--- config.mk ---
export PLATFORM = sky130hd
export DESIGN_NAME = band_bar_scanner
export DESIGN_NICKNAME = d
export VERILOG_FILES = /design/src/rtl/band_bar_scanner.sv
export SDC_FILE = /design/constraint.sdc
export NUM_CORES = 1
export LEC_CHECK = 0
export BUFFER_PORTS_ARGS = -buffer_cell sky130_fd_sc_hd__buf_2
export CORE_ASPECT_RATIO = 0.6
export CORE_MARGIN = 2
export CORE_UTILIZATION = 25
export CTS_CLUSTER_DIAMETER = 40
export DETAILED_ROUTE_END_ITERATION = 16
export PLACE_DENSITY = 0.53
export SYNTH_ARGS = -nofsm -noshare
export SYNTH_HDL_FRONTEND = slang
export SYNTH_SLANG_ARGS = --single-unit
--- constraint.sdc ---
create_clock -name clk_50m -period 2.8 [get_ports clk_50m]
set_clock_uncertainty 0.1 [all_clocks]
set_input_delay 0.7 -clock clk_50m [delete_from_list [all_inputs] [get_ports clk_50m]]
set_output_delay 0.7 -clock clk_50m [all_outputs]
set_load 0.1 [all_outputs]
--- src/rtl/band_bar_scanner.sv ---
// Sweeps the spectrum band buffer once per frame and streams saturated bar
// heights over AXI-Stream, tracking the loudest band and dropped frames.
module band_bar_scanner #(
    parameter int BANDS      = 32,
    parameter int DATA_WIDTH = 16,
    parameter int SHIFT      = 10,
    parameter int BAR_WIDTH  = 6,
    parameter int BAR_MAX    = 47
) (
    input  logic                       clk_50m,
    input  logic                       rst_n,
    input  logic                       scan_en,
    input  logic                       frame_stb,
    output logic [$clog2(BANDS)-1:0]   rd_addr,
    output logic                       rd_en,
    input  logic [DATA_WIDTH-1:0]      rd_data,
    input  logic                       rd_data_valid,
    output logic                       m_axis_tvalid,
    input  logic                       m_axis_tready,
    output logic [BAR_WIDTH-1:0]       m_axis_tdata,
    output logic                       m_axis_tlast,
    output logic [$clog2(BANDS)-1:0]   peak_band,
    output logic [DATA_WIDTH-1:0]      peak_value,
    output logic                       peak_stb,
    output logic [7:0]                 drop_cnt,
    output logic                       busy
);

    localparam int AW = $clog2(BANDS);
    localparam logic [AW-1:0]         LAST_BAND = AW'(BANDS - 1);
    localparam logic [DATA_WIDTH-1:0] CEIL      = DATA_WIDTH'(BAR_MAX);
    localparam logic [BAR_WIDTH-1:0]  CEIL_BAR  = BAR_WIDTH'(BAR_MAX);

    typedef enum logic [1:0] {
        IDLE,
        RD,
        WAIT,
        OUT
    } state_t;

    state_t                  state_q, state_d;
    logic                    pending_q, pending_d;
    logic [AW-1:0]           addr_q, addr_d;
    logic [DATA_WIDTH-1:0]   max_val_q, max_val_d;
    logic [AW-1:0]           max_band_q, max_band_d;
    logic                    rd_en_q, rd_en_d;
    logic [AW-1:0]           rd_addr_q, rd_addr_d;
    logic                    tvalid_q, tvalid_d;
    logic [BAR_WIDTH-1:0]    tdata_q, tdata_d;
    logic                    tlast_q, tlast_d;
    logic [AW-1:0]           peak_band_q, peak_band_d;
    logic [DATA_WIDTH-1:0]   peak_value_q, peak_value_d;
    logic                    peak_stb_q, peak_stb_d;
    logic [7:0]              drop_q, drop_d;
    logic                    busy_q, busy_d;

    logic                    start;
    logic                    strobe;
    logic [DATA_WIDTH-1:0]   scaled;
    logic [BAR_WIDTH-1:0]    bar;

    assign start  = (state_q == IDLE) && pending_q;
    assign strobe = frame_stb && scan_en;
    assign scaled = rd_data >> SHIFT;
    assign bar    = (scaled > CEIL) ? CEIL_BAR : scaled[BAR_WIDTH-1:0];

    always_comb begin
        state_d      = state_q;
        pending_d    = pending_q;
        addr_d       = addr_q;
        max_val_d    = max_val_q;
        max_band_d   = max_band_q;
        rd_en_d      = 1'b0;
        rd_addr_d    = rd_addr_q;
        tvalid_d     = tvalid_q;
        tdata_d      = tdata_q;
        tlast_d      = tlast_q;
        peak_band_d  = peak_band_q;
        peak_value_d = peak_value_q;
        peak_stb_d   = 1'b0;
        drop_d       = drop_q;

        // A strobe landing on the consuming cycle re-arms without a drop.
        if (start) begin
            pending_d = 1'b0;
        end
        if (strobe) begin
            if (pending_q && !start && (drop_q != 8'hff)) begin
                drop_d = drop_q + 8'd1;
            end
            pending_d = 1'b1;
        end

        unique case (state_q)
            IDLE: begin
                if (pending_q) begin
                    state_d    = RD;
                    addr_d     = '0;
                    max_val_d  = '0;
                    max_band_d = '0;
                    rd_en_d    = 1'b1;
                    rd_addr_d  = '0;
                end
            end
            RD: begin
                state_d = WAIT;
            end
            WAIT: begin
                if (rd_data_valid) begin
                    tdata_d  = bar;
                    tlast_d  = (addr_q == LAST_BAND);
                    tvalid_d = 1'b1;
                    state_d  = OUT;
                    if (rd_data > max_val_q) begin
                        max_val_d  = rd_data;
                        max_band_d = addr_q;
                    end
                end
            end
            OUT: begin
                if (m_axis_tready) begin
                    tvalid_d = 1'b0;
                    tlast_d  = 1'b0;
                    if (addr_q == LAST_BAND) begin
                        peak_band_d  = max_band_q;
                        peak_value_d = max_val_q;
                        peak_stb_d   = 1'b1;
                        state_d      = IDLE;
                    end else begin
                        addr_d    = addr_q + 1'b1;
                        rd_en_d   = 1'b1;
                        rd_addr_d = addr_q + 1'b1;
                        state_d   = RD;
                    end
                end
            end
            default: begin
                state_d = IDLE;
            end
        endcase

        busy_d = (state_d != IDLE);
    end

    always_ff @(posedge clk_50m or negedge rst_n) begin
        if (!rst_n) begin
            state_q      <= IDLE;
            pending_q    <= 1'b0;
            addr_q       <= '0;
            max_val_q    <= '0;
            max_band_q   <= '0;
            rd_en_q      <= 1'b0;
            rd_addr_q    <= '0;
            tvalid_q     <= 1'b0;
            tdata_q      <= '0;
            tlast_q      <= 1'b0;
            peak_band_q  <= '0;
            peak_value_q <= '0;
            peak_stb_q   <= 1'b0;
            drop_q       <= '0;
            busy_q       <= 1'b0;
        end else begin
            state_q      <= state_d;
            pending_q    <= pending_d;
            addr_q       <= addr_d;
            max_val_q    <= max_val_d;
            max_band_q   <= max_band_d;
            rd_en_q      <= rd_en_d;
            rd_addr_q    <= rd_addr_d;
            tvalid_q     <= tvalid_d;
            tdata_q      <= tdata_d;
            tlast_q      <= tlast_d;
            peak_band_q  <= peak_band_d;
            peak_value_q <= peak_value_d;
            peak_stb_q   <= peak_stb_d;
            drop_q       <= drop_d;
            busy_q       <= busy_d;
        end
    end

    assign rd_en         = rd_en_q;
    assign rd_addr       = rd_addr_q;
    assign m_axis_tvalid = tvalid_q;
    assign m_axis_tdata  = tdata_q;
    assign m_axis_tlast  = tlast_q;
    assign peak_band     = peak_band_q;
    assign peak_value    = peak_value_q;
    assign peak_stb      = peak_stb_q;
    assign drop_cnt      = drop_q;
    assign busy          = busy_q;

endmodule

# --- After elaboration in Yosys (flattened, before gate mapping) ---
# Cells that the tools add are included.
# W data, S select, Z words.
word_totals:
  elab_cells: 76
  regBits: 69
classes:
  order_cmp: 2
  n_mux: 31
  n_eq_ne: 10
  addsub: 2
  n_reduce_logical: 17
op_table:
  columns: ["op", "n"]
  rows:
  - ["$mux W16", 3]
  - ["$pmux W16 S2", 1]
  - ["$mux W5", 5]
  - ["$pmux W5 S2", 2]
  - ["$gt A16 B16 Y1", 1]
  - ["$mux W1", 12]
  - ["$ne A2 B2 Y1 const B", 5]
  - ["$reduce_bool A2 Y1", 5]
  - ["$add A8 B1 Y8 const B", 1]
  - ["$ne A8 B8 Y1 const B", 1]
  - ["$pmux W2 S4", 1]
  - ["$reduce_and A4 Y1", 2]
  - ["$gt A6 B6 Y1 const B", 1]
  - ["$mux W2", 3]
  - ["$mux W6", 1]
  - ["$pmux W1 S2", 3]
  - ["$reduce_and A3 Y1", 2]
  - ["$add A5 B1 Y5 const B", 1]
  - ["$eq A5 B5 Y1 const B", 1]
  - ["$eq A2 B2 Y1 const B", 2]
  - ["$logic_and A1 B1 Y1", 4]
  - ["$reduce_and A2 Y1", 2]
  - ["$eq A2 B1 Y1 const B", 1]
  - ["$logic_not A2 Y1", 1]
  - ["$logic_not A1 Y1", 1]

# --- Longest topological paths before layout ---
logic_depth:
  word_depth: 6
  ltp_mapped: 10
  ltp_nobuf: 8

# --- Worst setup path before layout ---
# OpenSTA, ideal clock, no wires.
synth_path:
  path_kind: "flip-flop to flip-flop"
  start: "register, netlist name rd_addr[0]"
  end: "register rd_addr_q[3] (netlist: rd_addr[3])"
  synth_period_minus_slack_ns: 2.662
  slack_ns: 0.138
  t_arrival_ns: 2.489
  path_stages_with_launch: 9
  required_ns: 2.626
  setup_ns: 0.074
  path_cell_list: "dfrtp_1 -> ha_1 -> and3_1 -> ha_1 -> nand3b_1 -> nor2_1 -> nand4_1 -> xor2_1 -> nor2_1"
synth_lines:
  columns: ["element", "line_no", "source"]
  rows:
  - ["to (signal assigned)", "169", "rd_addr_q <= rd_addr_d;"]
  - ["to (decl)", "47", "logic [AW-1:0] rd_addr_q, rd_addr_d;"]

# --- Worst setup path after layout ---
layout_path:
  start: "input port rd_data[15]"
  end: "register max_val_q[2]"
layout_via:
  elab_chain_len: 3
layout_rtl:
  columns: ["element", "line_no", "source"]
  rows:
  - ["from (decl)", "16", "input logic [DATA_WIDTH-1:0] rd_data,"]
  - ["$gt A16 B16 Y1", "114", "if (rd_data > max_val_q) begin"]
  - ["$ne A2 B2 Y1 (no source line)", null, null]
  - ["$reduce_and A4 Y1 (no source line)", null, null]
  - ["to (signal assigned)", "166", "max_val_q <= max_val_d;"]
  - ["to (decl)", "44", "logic [DATA_WIDTH-1:0] max_val_q, max_val_d;"]
# Every way passes these cells.
# A chain may end at the register's enable or synchronous reset.

==> impl_metrics.tcl <==
set metrics [dict create \
    synth.lib_cells_used.distinct 38 \
    syn-mean-instance-area_sq_um 10.3 \
    cp-startpoint "rd_data[15]" \
    worst_endpoint_data_arrival_time_ps 2550 \
    crit-reg2reg-capture "rd_addr[3]" \
    wl_per_cell_microns 14.2 \
    synth_area_leaders "dfrtp_1, ha_1, nand2_1" \
    post_cts_resized 0 \
    number_of_nets_in_the_final_layout 437 \
    drv_cap 0 \
    grt_max_degree 53 \
    cp.required_ps 2950 \
    initial_antenna_violation_count 1 \
    detailedRoute.firstIterationViolations 128 \
    gr-total-overflow 0 \
    p_sw_uw 2150 \
    synth_warnings 0 \
    clock_power_share_pct 25.0 \
    first_global_vias 2512 \
    num_antenna_cells 0 \
    cts_inserted_buffers 9 \
    grt.total_usage_pct 12.6 \
    syn_inst 317 \
    num_io_pins 67 \
    coreArea_sq_mm 0.0128 \
    buffers_inserted_by_post_cts_timing_repair 0 \
    clock_tree.buffer_depth 2 \
    sequentialPowerShare_pct 29.6 \
    pin_slew_with_the_least_headroom_to_its_limit_ps 498 \
    ys_ff_latch 69 \
    via_per_inst 4.36 \
    min_cycle_time_layout_ps 2390 \
    reg2reg_from "rd_addr[0]" \
    timing_worst_setup_path_type "in2reg" \
    layout_worst_path_cycle_share_pct 85.4 \
    combinationalPowerShare_pct 45.4 \
    layout.cells.most_common_list "dfrtp_1, buf_2, nand2_1, inv_1, o21ai_1" \
    ys_async_sr_fraction_pct 100 \
    synth_edf_count 0 \
    drt-pass1-iter-count 4 \
    worst_max_slew_margin_expressed_relative_to_the_limit_pct 67.0 \
    mappedNetlistArea_sq_mm 0.00326 \
    placement.io_buffers 66 \
    drc_errors 0 \
    hold_viol 0 \
    syn_nets 361 \
    place_hpwl_microns 6070 \
    row_count 32 \
    r2r_cells 8 \
    layout_cell_share_with_drive_strength_beyond_1_pct 23.9 \
    rrSetupSlack_ps 480 \
    die_h_microns 92.4 \
    top_fanout_value_on_the_critical_path 6 \
    fp.dieArea_sq_mm 0.0140 \
    die_span_x_microns 151 \
    post-route-worst-setup-slack_ps 409 \
    synth_largest_type_area_fraction_pct 53.0 \
    clk_latency_ps 330 \
    worst_setup_hold_path_clk_slew_ps 60 \
    grt_first_pass_wirelength_microns 13300 \
    starting_density_of_the_core_pct 25.5 \
    globalplace.congestion 0.743 \
    cp-endpoint "max_val_q[2]" \
    cts.root.buffer_cell "clkbuf_16" \
    number_of_nets_with_antenna_violations_after_routing 0 \
    power.share.switching_pct 46.2 \
    power.static_leakage_uw 0.00201 \
    power_report.internal_total_uw 2500 \
    synthToLayoutAreaGrowth_pct 27.2 \
    tritoncts_num_sinks 69 \
    clock_tree.htree_level_count 3 \
    setup_total_negative_slack_ps 0 \
    cts_hold_repair.buffers 0 \
    drt_wl_total_microns 8070 \
    power_density_mw_per_mm2 1120 \
    dr_total_vias 2476 \
    rsz_0062_raised_after_global_routing "false" \
    irDropWorstVdd_uv 582 \
    status "finished clean" \
    ys_dominant_reg_cell "dfrtp_1" \
    cts_tree "built" \
    fmax_ghz 0.418 \
    slew_violations 0 \
    worstSetupEndpointType "register" \
    synth_seq_area_share_pct 53.0 \
    detailedPlace.worstSlack_ps 54.4 \
    hold_path.class "in2async" \
    setup_viol 0 \
    final_common_cell "dfrtp_1" \
    yosysTopAreaCell "dfrtp_1" \
    startpoint_type "primary input" \
]
## how the worst min path moves through the flow
stage                 endpoint  slack [ps]  cells past startpoint
2_1_floorplan             busy         300                      0
3_3_place_gp    peak_value[10]         370                      2
3_5_place_dp    peak_value[10]         370                      2
4_1_cts        m_axis_tdata[2]         200                      1
5_1_grt        m_axis_tdata[2]         210                      1
6_report       m_axis_tdata[2]         200                      1
## state kept, by name (all words and copies together) (netlist names)
signal         count
peak_band          5
m_axis_tdata       6
m_axis_tvalid      1
busy               1
max_band_q         5
peak_value        16
max_val_q         16
m_axis_tlast       1
rd_addr            5
rd_en              1
drop_cnt           8
pending_q          1
state_q            2
peak_stb           1
## stage by stage
step | cells | power, uW | hold slack, ps | util (%) | cell area, sq um
3_5_place_dp | 552 | 3520 | 373 | 30.1 | 3840
6_report | 568 | 4640 | 198 | 32.5 | 4150
4_1_cts | 568 | 4690 | 204 | 32.5 | 4150
2_1_floorplan | 317 | 3040 | 304 | - | 3260
3_3_place_gp | 552 | 3470 | 366 | 30.1 | 3840
5_1_grt | 568 | 4930 | 212 | 32.5 | 4150
## power by group through the flow
stage / combinational [uW] / sequential (uW) / clock (uW)
after CTS: 2130 / 1380 / 1190
after global routing: 2280 / 1400 / 1240
after floorplan: 854 / 2180 / 0
final: 2110 / 1370 / 1160
after detailed placement: 2120 / 1390 / 0
after global placement: 2090 / 1380 / 0
## synthesized netlist by cell type (all sizes together) (2+ instances only)
library cell and n:
mux2i 22, xor2 6, and3 2, nor2 16
nand3b 2, nand2 65, o22a 4, nor2b 3
and4 2, a31oi 2, inv 28, ha 22
o21ai 29, buf 4, nor4 2, clkbuf 6
a22oi 3, dfrtp 69, a21oi 7, xnor2 3
nand4 5, nand3 4
## cell type report
| cell class | instances | area (sq um) |
|---|---|---|
| Clock buffer | 11 | 243 |
| Multi-Input combinational cell | 210 | 1380 |
| Sequential cell | 69 | 1730 |
| Fill cell | 1359 | 8630 |
| Clock inverter | 5 | 58.8 |
| Inverter | 28 | 105 |
| Timing Repair Buffer | 75 | 423 |
| Tap cell | 170 | 213 |
## kinds of logic (layout without fill, tap and decap cells)
logic type                 Yosys count  in the layout  share of synthesized area (%)
AOI/OAI and AO/OA                   51             51                           9.75
xor gates and xnor gates             9              9                           2.42
adders and majority gates           22             22                           8.45
buffers and inverters               38            119                           5.07
DFF                                 69             69                           53.0
muxes                               23             23                           7.10
and+or+nand+nor                    105            105                           14.2
## worst max-delay path, cell delays in order
cell and delay, ps:
buf_2 140, ha_1 320, nand4_1 130, nor4_1 380, o21ai_1 170, a31oi_4 270
buf_4 230, mux2i_1 200
## routing by layer
layer / wire, microns / vias up / track usage, % / share of wire, %
met3: 558 / 10 / 5.22 / 6.9
met1: 4170 / 1184 / 17.5 / 52
met2: 3230 / 60 / 17.5 / 40
met5: 13 / - / 0 / 0.16
met4: 97 / 2 / 3.97 / 1.2
li1: - / 1220 / - / -
No activity file was read; power rests on OpenSTA's default activity.
